===== config.mk =====
export PLATFORM = sky130hd
export DESIGN_NAME = stopwatch_cmd_gen
export DESIGN_NICKNAME = d
export VERILOG_FILES = /design/src/rtl/stopwatch_pkg.sv /design/src/rtl/btn_debounce.sv /design/src/rtl/stopwatch_cmd_gen.sv
export SDC_FILE = /design/constraint.sdc
export NUM_CORES = 1
export LEC_CHECK = 0
export BUFFER_PORTS_ARGS = -buffer_cell sky130_fd_sc_hd__buf_2
export CAP_MARGIN = 20
export CORE_MARGIN = 4
export CORE_UTILIZATION = 62
export CTS_BUF_LIST = sky130_fd_sc_hd__clkbuf_2
export DETAILED_ROUTE_END_ITERATION = 6
export PLACE_DENSITY_LB_ADDON = 0.3
export RECOVER_POWER = 100
export SYNTH_ARGS = -nofsm -noshare
export SYNTH_HDL_FRONTEND = slang
export SYNTH_SLANG_ARGS = --single-unit

===== constraint.sdc =====
create_clock -name CLK -period 2.75 [get_ports CLK]
set_input_delay 0.275 -clock CLK [delete_from_list [all_inputs] [get_ports CLK]]
set_output_delay 0.275 -clock CLK [all_outputs]
set_load 0.005 [all_outputs]

===== src/rtl/stopwatch_pkg.sv =====
// Shared constants and types for the stopwatch command front-end.
// Default timing assumes the 100 MHz board clock.
package stopwatch_pkg;

  localparam int CLK_HZ                    = 100_000_000;
  localparam int MS_CYCLES                 = 100_000;
  localparam int CNT_W_DEFAULT             = 28;
  localparam int DEBOUNCE_CYCLES_DEFAULT   = 1_000_000;
  localparam int LONG_PRESS_CYCLES_DEFAULT = 200_000_000;

  typedef logic [CNT_W_DEFAULT-1:0] cnt_t;

endpackage


===== src/rtl/btn_debounce.sv =====
// One push-button conditioner: 2-FF synchronizer, persistence filter
// (a new level is accepted only after DEBOUNCE_CYCLES consecutive cycles
// of disagreement with the accepted level) and rising-edge detect.
module btn_debounce
  import stopwatch_pkg::*;
#(
  parameter int DEBOUNCE_CYCLES = DEBOUNCE_CYCLES_DEFAULT,
  parameter int CNT_W           = CNT_W_DEFAULT
) (
  input  logic CLK,
  input  logic RST,
  input  logic BTN_RAW,
  output logic LEVEL,
  output logic RISE
);

  localparam logic [CNT_W-1:0] CNT_ZERO = {CNT_W{1'b0}};
  localparam logic [CNT_W-1:0] CNT_ONE  = CNT_W'(1);
  localparam logic [CNT_W-1:0] CNT_LAST = CNT_W'(DEBOUNCE_CYCLES - 1);

  logic             sync1_r;
  logic             sync2_r;
  logic             db_r;
  logic             db_q_r;
  logic [CNT_W-1:0] cnt_r;

  // Bring the asynchronous button into the clock domain.
  always_ff @(posedge CLK) begin
    if (RST) begin
      sync1_r <= 1'b0;
      sync2_r <= 1'b0;
    end else begin
      sync1_r <= BTN_RAW;
      sync2_r <= sync1_r;
    end
  end

  // Accept a new level only once it has persisted; any agreement restarts the count.
  always_ff @(posedge CLK) begin
    if (RST) begin
      db_r   <= 1'b0;
      db_q_r <= 1'b0;
      cnt_r  <= CNT_ZERO;
    end else begin
      db_q_r <= db_r;
      if (sync2_r == db_r) begin
        cnt_r <= CNT_ZERO;
      end else if (cnt_r == CNT_LAST) begin
        db_r  <= sync2_r;
        cnt_r <= CNT_ZERO;
      end else begin
        cnt_r <= cnt_r + CNT_ONE;
      end
    end
  end

  assign LEVEL = db_r;
  assign RISE  = db_r & ~db_q_r;

endmodule


===== src/rtl/stopwatch_cmd_gen.sv =====
// START/STOP button front-end producing one-cycle J (start), K (stop) and
// optional CLR (long stop press) pulses for the stopwatch run flip-flop.
// Optional feature macro: LONG_PRESS_CLR_EN (long-press clear counter).
module stopwatch_cmd_gen
  import stopwatch_pkg::*;
#(
  parameter int DEBOUNCE_CYCLES   = DEBOUNCE_CYCLES_DEFAULT,
  parameter int LONG_PRESS_CYCLES = LONG_PRESS_CYCLES_DEFAULT,
  parameter int CNT_W             = CNT_W_DEFAULT
) (
  input  logic CLK,
  input  logic RST,
  input  logic BTN_START,
  input  logic BTN_STOP,
  output logic J,
  output logic K,
  output logic CLR
);

  logic level_start_s;
  logic rise_start_s;
  logic level_stop_s;
  logic rise_stop_s;
  logic j_next_s;
  logic k_next_s;
  logic j_r;
  logic k_r;
  logic unused_s;

  btn_debounce #(
    .DEBOUNCE_CYCLES (DEBOUNCE_CYCLES),
    .CNT_W           (CNT_W)
  ) u_db_start (
    .CLK     (CLK),
    .RST     (RST),
    .BTN_RAW (BTN_START),
    .LEVEL   (level_start_s),
    .RISE    (rise_start_s)
  );

  btn_debounce #(
    .DEBOUNCE_CYCLES (DEBOUNCE_CYCLES),
    .CNT_W           (CNT_W)
  ) u_db_stop (
    .CLK     (CLK),
    .RST     (RST),
    .BTN_RAW (BTN_STOP),
    .LEVEL   (level_stop_s),
    .RISE    (rise_stop_s)
  );

  // Stop has priority: a simultaneous rise yields K only, so J and K never overlap.
  always_comb begin
    k_next_s = rise_stop_s;
    j_next_s = rise_start_s & ~rise_stop_s;
  end

  // Registered J/K pulses.
  always_ff @(posedge CLK) begin
    if (RST) begin
      j_r <= 1'b0;
      k_r <= 1'b0;
    end else begin
      j_r <= j_next_s;
      k_r <= k_next_s;
    end
  end

  assign J = j_r;
  assign K = k_r;

`ifdef LONG_PRESS_CLR_EN
  localparam logic [CNT_W-1:0] HOLD_ZERO = {CNT_W{1'b0}};
  localparam logic [CNT_W-1:0] HOLD_ONE  = CNT_W'(1);
  localparam logic [CNT_W-1:0] HOLD_LAST = CNT_W'(LONG_PRESS_CYCLES - 1);

  logic [CNT_W-1:0] hold_cnt_r;
  logic             hold_done_r;
  logic             clr_r;

  // Count how long STOP stays accepted; one CLR per press, re-armed by a release.
  always_ff @(posedge CLK) begin
    if (RST) begin
      hold_cnt_r  <= HOLD_ZERO;
      hold_done_r <= 1'b0;
      clr_r       <= 1'b0;
    end else begin
      clr_r <= 1'b0;
      if (!level_stop_s) begin
        hold_cnt_r  <= HOLD_ZERO;
        hold_done_r <= 1'b0;
      end else if (hold_done_r) begin
        hold_cnt_r <= hold_cnt_r;
      end else if (hold_cnt_r == HOLD_LAST) begin
        clr_r       <= 1'b1;
        hold_done_r <= 1'b1;
      end else begin
        hold_cnt_r <= hold_cnt_r + HOLD_ONE;
      end
    end
  end

  assign CLR      = clr_r;
  assign unused_s = level_start_s;
`else
  assign CLR      = 1'b0;
  assign unused_s = level_start_s ^ level_stop_s ^ (LONG_PRESS_CYCLES == 0);
`endif

endmodule


* Yosys cells after proc, flatten, opt, wreduce, memory -nomap -nowiden
Index checks and enable logic that the tools add are counted.
** Word-level totals
- Register bits after elaboration :: 66
- Bits in latches :: 0
- RAM bits :: 0
- ROM bits :: 0
- Input bits :: 4
- Output and inout port bits :: 3
- Logic and storage cells :: 30
- Memories kept :: 0
** Operators by class
- $add $sub $neg :: 2
- Multipliers :: 0
- Divide/modulo/power cells :: 0
- $lt $le $gt $ge :: 0
- Equality and inequality tests :: 4
- Shifts and indexed selects :: 0
- Multiplexer cells :: 0
- Bitwise logic cells :: 8
- Reduce and logical (&&, ||, !) cells :: 4
** Operator list (count)
- $add 28x1->28 const B :: 2
- $eq 28x20->1 const B :: 2
- $reduce_or 3->1 :: 2
- $not 1->1 :: 5
- $reduce_and 2->1 :: 2
- $and 1x1->1 :: 3
- $eq 1x1->1 :: 2

* Longest topological paths before layout
- Word-level depth :: 4
- Mapped depth :: 6
- Depth with buffers taken out :: 5

* Cells and area by module
A second synthesis with hierarchy kept.
** Second synthesis, totals
- Cells, all modules :: 346
- Area, all modules :: 3104.2 µm²
** Modules (own cells, without submodules)
- btn_debounce (u_db_stop) :: instances 1, cells an instance 183, area an instance 1632.8 µm², seq. area each 640.6 µm²
- btn_debounce (u_db_start) :: instances 1, cells an instance 157, area an instance 1401.3 µm², seq. area each 640.6 µm²
- stopwatch_cmd_gen :: instances 1, cells an instance 6, area an instance 70.1 µm², seq. area each 40.0 µm²

* Worst setup path before layout
No wires, ideal clock.
- Kind :: register to register
- Start point :: reg u_db_start.cnt_r[20]
- End point :: reg u_db_start.cnt_r[18]
- Library setup time :: 0.122 ns
- Data arrival time :: 1.908 ns
- Data required time :: 2.628 ns
- Slack :: 0.720 ns
- Cell stages (with the launch flop) :: 6
- Buffers on the path :: 1
- Clock period less this slack :: 2.030 ns
- Path through :: dfxtp_1 -> or4b_1 -> or4_4 -> o31ai_4 -> buf_6 -> a21oi_1
** On the way
- Word-level cells in the longest chain between the ends :: 2
** RTL lines
- start: declaration :: RTL line btn_debounce.sv:25 : logic [CNT_W-1:0] cnt_r;
- start signal: assignment :: RTL line btn_debounce.sv:52 : cnt_r <= cnt_r + CNT_ONE;
- $eq 28x20->1 :: RTL line btn_debounce.sv:48 : end else if (cnt_r == CNT_LAST) begin
- $reduce_or 3->1 (no line)
No other way between the ends.
A chain may end at the register's enable or synchronous reset.

* Worst setup path in the final report
- Start point :: reg u_db_start.cnt_r[20]
- End point :: reg u_db_start.cnt_r[2]
Same word-level chain as after synthesis.

==> results.yml <==
logic_synthesis:
  ys_top_cells_by_area: "dfxtp_1 44%, nand4_1 4.4%, xnor2_1 4.4%, a21oi_1 4.2%, nor2_1 4.1%"
  synth_edf_count: 0
  synth_commonest_cells: "66 x dfxtp_1, 33 x nor2_1, 25 x a21oi_1, 21 x nand4_1, 19 x nand3_1"
  yosysMostFrequentCell: "dfxtp_1"
  synth_top_cell_by_area: "dfxtp_1"
  syn_avg_cell_area_sq_um: 8.73
  async_reset_ff_share_pct: 0
  ys_types: 38
  synth_seq_area_share_pct: 44.3
  yosysTopAreaCellShare_pct: 44.3
  synth_cells: 342
  netlist_area_sq_um: 2990
  synth_nets: 348
  ys_seq_elements: 66
  ys.flop_type: "dfxtp_1"
  yosys_warnings: 0
min_path:
  min-delay-start: "u_db_start.db_q_r$_SDFF_PP0_"
  hold_depth: 1
  hp-class: "reg -> reg"
  holdPathEnd: "J$_SDFF_PP0_"
power:
  cellPowerDensity_nw_per_um2: 492
  power_mw: 1.55
  leakage_nw: 0.918
  peakVddDrop_v: 0.000362
sta:
  fmax_mhz: 438
  timing.clock.skew_ns: 0.0221
  setup_ws_ns: 0.468
  setup_viol: 0
  rsz0062_at_grt: "false"
  maxSlewViolCount: 0
  slew_headroom_pct: 56.9
  fin_tns_setup_ns: 0
  hold_viol_final: 0
  finalCritPeriodShare_pct: 83.0
  fin_crit_ns: 2.28
  tightest_slew_ns: 0.641
clock_tree:
  cts_tree: "done"
  cts.sinks: 66
  path_clk_slew_ns: 0.19
  cts_root_buffer: "clkbuf_2"
  cts.path.max_buffers: 2
  htree_levels: 3
  numCtsBuffers: 9
  clock_latency_ns: 0.53
  postCtsResizedCells: 0
grt:
  globalRouteOverflowTotal: 0
  grt_first_pass_wirelength_mm: 10.6
  grt_max_degree: 28
  antenna_found_initial: 0
  grt_pass1_vias: 2376
  grtUsageTotal_pct: 22.2
detailed_routing:
  drt_pass1_iterations: 4
  dr_total_vias: 2536
  wl_mm: 6.05
  ant_nets: 0
  drt-initial-drc-count: 211
  via_per_inst: 6.17
  drc: 0
  wl_per_cell_um: 14.7
worst_setup_path:
  crit_buf_inv: 1
  r2r_setup_slack_ns: 0.47
  path_cells: "or4b_1 -> or4_1 -> o31ai_1 -> clkbuf_2 -> nor2_1"
  r2r_cells: 5
  r2r-end: "u_db_start.cnt_r[2]$_SDFF_PP0_"
  worst_ep_required_time_ns: 3.17
  cp-start-kind: "flip-flop"
  worstPathMaxFanout: 16
  end_kind: "flip-flop"
  critPathKind: "reg -> reg"
  crit_arrival_ns: 2.70
  critPathMaxStageDelay_ns: 0.53
  crit_slowest_cell: "or4_1"
  r2r-start: "u_db_start.cnt_r[20]$_SDFF_PP0_"
  critPathTopFamily: "simple AND/OR/NAND/NOR gates"
final_layout:
  register_area_sq_um: 1320
  stdcell_area_sq_um: 3160
  fillers: 368
  syn_to_final_growth_pct: 5.83
  antennaDiodeCount: 0
  multi_input_area_sq_um: 1540
  drive_above_1_share_pct: 7.24
  fin_util_pct: 70.1
  fin_nets: 360
floorplanning:
  core_sq_um: 4500
  io_pins: 7
  rows: 24
  die_h_um: 77.4
  start_util_pct: 66.3
  die_w_um: 77.4
  dieArea_sq_um: 5990
placement:
  place_congestion: 0.852
  numPortBuffers: 5
  dpl_cell_area_sq_um: 3040
  place_worst_setup_slack_ns: 0.676
  dp_hpwl_mm: 4.05
run:
  drv_cap: 0
outcome:
  outcome: "completed"
state kept, by name (all words and copies together) (netlist names):
signal / count
u_db_start.db_q_r: 1
u_db_stop.sync2_r: 1
u_db_stop.cnt_r: 28
u_db_start.sync2_r: 1
K: 1
u_db_start.LEVEL: 1
u_db_start.sync1_r: 1
u_db_start.cnt_r: 28
u_db_stop.db_q_r: 1
u_db_stop.sync1_r: 1
J: 1
u_db_stop.LEVEL: 1
cells in the final DEF (no fill, tap or decap), types with 13 or more instances in the layout:
cell type  Yosys  final
xnor2_1       15     15
dfxtp_1       66     66
nand4_1       21     21
nand2_1       17     17
xor2_1        13     13
nand3_1       19     19
a21oi_1       25     25
o21ai_0       12     13
nor2_1        33     33
or4_1         13     14
report_power, final:
part	switching (mW)	internal, mW	total [mW]
Sequential	0.00191	0.961	0.963
Combinational	0.0122	0.00894	0.0212
Clock	0.365	0.205	0.570
Total	0.379	1.18	1.55
per-layer routing:
| metal | share of wire, % | vias to the layer above | global-route usage (%) |
|---|---|---|---|
| li1 | - | 1283 | - |
| met1 | 48 | 1195 | 29.4 |
| met2 | 45 | 48 | 32.9 |
| met3 | 5.5 | 10 | 8.80 |
| met4 | 1.3 | 0 | 7.65 |
| met5 | 0 | - | 0 |
what timing repair did:
action / 4_1_cts / 5_1_grt
hold buffers: 2 / 1
setup buffers: 0 / 0
endpoints found under the hold margin: 2 / 3
worst max path at each step:
| stage | depth (start not counted) | startpoint | to |
|---|---|---|---|
| after floorplan | 5 | u_db_start.cnt_r[20]$_SDFF_PP0_ | u_db_start.cnt_r[18]$_SDFF_PP0_ |
| after global placement | 5 | u_db_start.cnt_r[20]$_SDFF_PP0_ | u_db_start.cnt_r[25]$_SDFF_PP0_ |
| after detailed placement | 5 | u_db_start.cnt_r[20]$_SDFF_PP0_ | u_db_start.cnt_r[25]$_SDFF_PP0_ |
| after CTS | 5 | u_db_start.cnt_r[20]$_SDFF_PP0_ | u_db_start.cnt_r[25]$_SDFF_PP0_ |
| after global routing | 6 | u_db_start.cnt_r[0]$_SDFF_PP0_ | u_db_start.cnt_r[21]$_SDFF_PP0_ |
| final | 5 | u_db_start.cnt_r[20]$_SDFF_PP0_ | u_db_start.cnt_r[2]$_SDFF_PP0_ |
per-stage QoR:
stage          cells  hold slack (ns)
4_1_cts          410          0.00416
3_5_place_dp     392            0.389
2_1_floorplan    342            0.376
6_report         411            0.420
3_3_place_gp     392            0.389
5_1_grt          411            0.449
final cells by class:
| class | count | area share, % |
|---|---|---|
| multi-input combinational | 254 | 48.9 |
| sequential | 66 | 41.8 |
| clock inverter | 7 | 2.22 |
| timing repair buffer | 11 | 2.18 |
| tap | 52 | 2.06 |
| clock buffer | 9 | 1.43 |
| inverter | 12 | 1.43 |
logic make-up after synthesis:
group / synth area share [%]
and+or+nand+nor: 31.2
DFF: 44.3
AOI/OAI and AO/OA: 11.6
xor gates and xnor gates: 8.21
buffers and inverters: 3.44
adders and majority gates: 0.838
other: 0.126
muxes: 0.335
No activity file was read; power rests on OpenSTA's default activity.
